[src/rtl/frame_sequencer.sv]
// Frame-rate scheduler for the audio channels. It divides clk into sequencer
// steps and emits quarter-frame, half-frame and frame-start strobes. It also
// keeps a sticky frame interrupt. The 4-step or 5-step sequence is selected
// at run time.
//
// state  | meaning
// -------+------------------------------------------------------------
// STEP_0 | first step of the frame (completes with quarter)
// STEP_1 | second step (completes with quarter + half)
// STEP_2 | third step (completes with quarter)
// STEP_3 | 4-step: last step, q+h+irq, wraps; 5-step: silent step
// STEP_4 | 5-step only: last step, quarter + half, wraps
module frame_sequencer #(
    parameter int TICK_DIV = 104167,
    parameter int CNT_W    = 17
) (
    input  logic       i_clk,
    input  logic       i_rst_n,
    input  logic       i_mode,
    input  logic       i_mode_valid,
    input  logic       i_irq_inhibit,
    input  logic       i_irq_ack,
    output logic       o_quarter_frame,
    output logic       o_half_frame,
    output logic       o_frame_pulse,
    output logic       o_irq,
    output logic [2:0] o_step
);

    typedef enum logic [2:0] {
        STEP_0 = 3'd0,
        STEP_1 = 3'd1,
        STEP_2 = 3'd2,
        STEP_3 = 3'd3,
        STEP_4 = 3'd4
    } step_t;

    localparam logic [CNT_W-1:0] TICK_LAST = CNT_W'(TICK_DIV - 1);

    step_t            step_q, step_d;
    logic [CNT_W-1:0] presc_q, presc_d;
    logic             mode_q, mode_d;
    logic             quarter_q, quarter_d;
    logic             half_q, half_d;
    logic             frame_q, frame_d;
    logic             irq_q, irq_d;
    logic             irq_set;
    logic             tick;

    assign tick = (presc_q == TICK_LAST);

    // State register; reset abandons any in-progress step and clears all strobes.
    always_ff @(posedge i_clk or negedge i_rst_n) begin
        if (!i_rst_n) begin
            step_q    <= STEP_0;
            presc_q   <= '0;
            mode_q    <= 1'b0;
            quarter_q <= 1'b0;
            half_q    <= 1'b0;
            frame_q   <= 1'b0;
            irq_q     <= 1'b0;
        end else begin
            step_q    <= step_d;
            presc_q   <= presc_d;
            mode_q    <= mode_d;
            quarter_q <= quarter_d;
            half_q    <= half_d;
            frame_q   <= frame_d;
            irq_q     <= irq_d;
        end
    end

    // Next-state and strobe decode; a mode write takes priority over a coincident tick.
    always_comb begin
        presc_d   = presc_q + CNT_W'(1);
        step_d    = step_q;
        mode_d    = mode_q;
        quarter_d = 1'b0;
        half_d    = 1'b0;
        frame_d   = 1'b0;
        irq_set   = 1'b0;

        if (i_mode_valid) begin
            mode_d    = i_mode;
            presc_d   = '0;
            step_d    = STEP_0;
            // Entering 5-step mode clocks the channels immediately.
            quarter_d = i_mode;
            half_d    = i_mode;
        end else if (tick) begin
            presc_d = '0;
            case (step_q)
                STEP_0: begin
                    quarter_d = 1'b1;
                    step_d    = STEP_1;
                end
                STEP_1: begin
                    quarter_d = 1'b1;
                    half_d    = 1'b1;
                    step_d    = STEP_2;
                end
                STEP_2: begin
                    quarter_d = 1'b1;
                    step_d    = STEP_3;
                end
                STEP_3: begin
                    if (mode_q) begin
                        step_d = STEP_4;
                    end else begin
                        quarter_d = 1'b1;
                        half_d    = 1'b1;
                        frame_d   = 1'b1;
                        irq_set   = 1'b1;
                        step_d    = STEP_0;
                    end
                end
                STEP_4: begin
                    quarter_d = 1'b1;
                    half_d    = 1'b1;
                    frame_d   = 1'b1;
                    step_d    = STEP_0;
                end
                default: step_d = STEP_0;
            endcase
        end

        // Inhibit beats set, and set beats a same-cycle ack.
        if (i_irq_inhibit) begin
            irq_d = 1'b0;
        end else if (irq_set) begin
            irq_d = 1'b1;
        end else if (i_irq_ack) begin
            irq_d = 1'b0;
        end else begin
            irq_d = irq_q;
        end
    end

    assign o_quarter_frame = quarter_q;
    assign o_half_frame    = half_q;
    assign o_frame_pulse   = frame_q;
    assign o_irq           = irq_q;
    assign o_step          = 3'(step_q);

endmodule
[config.mk]
export PLATFORM = sky130hd
export DESIGN_NAME = frame_sequencer
export DESIGN_NICKNAME = d
export VERILOG_FILES = /design/src/rtl/frame_sequencer.sv
export SDC_FILE = /design/constraint.sdc
export NUM_CORES = 1
export LEC_CHECK = 0
export CORE_ASPECT_RATIO = 0.7
export CORE_MARGIN = 2
export CORE_UTILIZATION = 42
export CTS_BUF_LIST = sky130_fd_sc_hd__clkbuf_16
export DETAILED_ROUTE_END_ITERATION = 10
export SLEW_MARGIN = 10
export SYNTH_ARGS = -nofsm -noshare
export SYNTH_HDL_FRONTEND = slang
export SYNTH_SLANG_ARGS = --single-unit
[constraint.sdc]
create_clock -name i_clk -period 1.7 [get_ports i_clk]
set_clock_uncertainty 0.1 [all_clocks]
set_input_delay 0.34 -clock i_clk [delete_from_list [all_inputs] [get_ports i_clk]]
set_output_delay 0.34 -clock i_clk [all_outputs]
set_load 0.1 [all_outputs]
==> results of run 1 <==
-- sequential cells by signal, indices dropped and copies added, names as in the netlist --
name             count
o_quarter_frame      1
o_irq                1
o_half_frame         1
o_step               3
o_frame_pulse        1
presc_q             17
mode_q               1
-- path summary, 6_finish.rpt --
path,slack [ps],to,from
min reg2reg,440,presc_q[1]$_DFF_PN0_,presc_q[1]$_DFF_PN0_
min,340,presc_q[13]$_DFF_PN0_,i_rst_n
max reg2reg,-70,presc_q[4]$_DFF_PN0_,presc_q[11]$_DFF_PN0_
min in group i_clk,440,presc_q[1]$_DFF_PN0_,presc_q[1]$_DFF_PN0_
max,-70,presc_q[4]$_DFF_PN0_,presc_q[11]$_DFF_PN0_
max in group asynchronous,900,o_step[0]$_DFFE_PN0P_,i_rst_n
-- per-layer routing --
layer | vias up | track usage | wire length, um | share of wire
met5 | - | 0 | 0 | 0
met4 | 0 | 0.0283 | 0 | 0
met3 | 0 | 0.0473 | 64 | 0.022
met2 | 10 | 0.267 | 1360 | 0.48
met1 | 541 | 0.239 | 1440 | 0.50
li1 | 532 | - | - | -
-- critical path: stages, from the launching register on --
cell and delay (ps):
dfrtp_1 370, or4b_4 550, nor3_4 240, a21o_4 200, clkbuf_16 150, nor2_1 50
-- synthesized netlist by cell type --
cell type	count
dfrtp_1	25
nor2_1	22
nand4_1	9
xor2_1	9
nand2_1	8
nand3_1	8
xnor2_1	6
a21oi_1	5
nor4_1	4
o21ai_0	4
clkbuf_1	3
nand2b_1	3
nor3_1	3
and4_1	2
ha_1	2
inv_1	2
o31ai_1	2
or3_1	2
a21o_1	1
a31oi_1	1
and2_1	1
and2_2	1
buf_12	1
buf_4	1
buf_6	1
mux2i_1	1
nand2_2	1
nand3b_1	1
nand4b_1	1
nor3_4	1
nor4b_1	1
nor4b_4	1
or4b_1	1
or4b_4	1
-- layout make-up --
cell class	instances	area (um^2)
Fill cell	254	1250
Clock buffer	3	75.1
Multi-Input combinational cell	102	708
Inverter	2	7.51
Sequential cell	25	628
Tap cell	38	47.5
Clock inverter	1	5.00
Timing Repair Buffer	31	367
-- stage by stage --
step / cells / hold slack [ps] / instance area [um^2]
finish: 202 / 345 / 1840
global route: 202 / 363 / 1840
CTS: 200 / 355 / 1760
detailed placement: 194 / 432 / 1650
global placement: 194 / 422 / 1650
floorplan: 135 / -55.6 / 1330
-- repair_timing --
item,in CTS,in global routing
hold buffers,0,0
pin swaps,4,5
cloned,0,1
endpoints found under the setup margin,21,24
resized for setup,4,9
buffers inserted,2,1
-- where the power goes --
part / switching [mW] / internal (mW) / total (mW)
sequential: 0.0157 / 0.608 / 0.624
combinational: 0.0868 / 0.0646 / 0.151
clock: 0.193 / 0.316 / 0.509
total: 0.296 / 0.989 / 1.28
-- cell families (layout without fill, tap and decap cells) --
| kind of cell | count (synthesis) | after routing | synth area share |
|---|---|---|---|
| and+or+nand+nor | 71 | 71 | 0.306 |
| DFF | 25 | 25 | 0.470 |
| xor gates and xnor gates | 15 | 15 | 0.0988 |
| AOI/OAI and AO/OA | 13 | 13 | 0.0555 |
| buffers and inverters | 8 | 37 | 0.0433 |
| adders and majority gates | 2 | 2 | 0.0188 |
| muxes | 1 | 1 | 0.00753 |
==> reports/metrics.csv, run 1 <==
metric,value,unit
outcome,"finished, violations left",
violated checks,setup timing,
Layout area overhead,38.2,%
worst path required time,1750,ps
top-area cell type share of the netlist area,0.470,
Routed WL per cell,14.2,um
warnings from Yosys,0,
pre-CTS WS,-84.4,ps
cell count of the worst reg-to-reg path,5,
Via-to-Cell Ratio,5.36,
critical-path maximum fanout,8,
Synth Cell Area,1330,um^2
Critical Path AT,1820,ps
post-synth cell types,34,
vias in the first global route,1025,
largest cells by area after synthesis,"dfrtp_1 47%, nor2_1 6.2%, xor2_1 5.9%, nand4_1 4.2%, xnor2_1 4.0%",
root buffer cell,clkbuf_16,
Slew headroom,0.751,
Clock Sinks,25,
core box area,3080,um^2
RSZ-0062 raised after global routing,yes,
Die Wd,71.3,um
total negative slack,-1130,ps
total power,1.28,mW
first-pass GRT wire length,4800,um
Post-Synthesis Cells,135,
Max Transition Viols Final,0,
Clock Latency Late Sink,250,ps
endpoints failing setup,23,
type of origin of the critical path,flop,
worst vdd ir,0.000562,V
Max Clk Rate,564,MHz
Pwr per Cell Area,699,nW/um^2
register area share after synthesis,0.470,
CTS tree,built,
PortBufs,12,
die area,3640,um^2
clk slew on worst S/H paths,60,ps
"commonest non-fill, non-tap cell in the layout",dfrtp_1,
Antenna Diode Count,0,
final setup margin,-71.5,ps
gr ovfl total,0,
CTS buffer count,3,
Tot GR Track Use,0.170,
Worst Tran Pin Value,373,ps
DRC,0,
most frequent cells in the layout,"23 x dfrtp_1, 22 x nor2_1, 16 x buf_4, 9 x nand4_1, 9 x xor2_1",
Rows,17,
Final nets,173,
routability cong.,0.795,
die height,51.1,um
worst setup path class,flop to flop,
initial antenna violation count,0,
Util after Layout,0.596,
final worst-path cycle share,1.04,
Max-Cap Viols,0,
HP Class,input pin to asynchronous set/reset pin,
P_leak,0.769,nW
ANT nets after route,0,
Post-Syn Nets,143,
DR iter-0 viols,75,
largest area contributor in the netlist,dfrtp_1,
minimum clock period,1770,ps
Final Hold Fails,0,
buffer levels on the longest clock path,2,
H-tree Lvls,1,
Syn Area/Cell,9.85,um^2
DR vias,1083,
Pre-antenna DRT Iters,4,
Final HPWL DP,2040,um
# IOs,13,
synthesized flop and latch total,25,
largest net degree at the start of global routing,26,
Starting Density,0.431,
crit end category,flop,
fraction of layout cells with a size suffix above 1,0.280,
overall routed net length,2860,um
No activity file was read; power rests on OpenSTA's default activity.
==> inputs of run 2 (changes only) <==
- SLEW_MARGIN: 10 -> 25
==> results of run 2 <==
Final layout, timing and power as in run 1 (identical DEF).
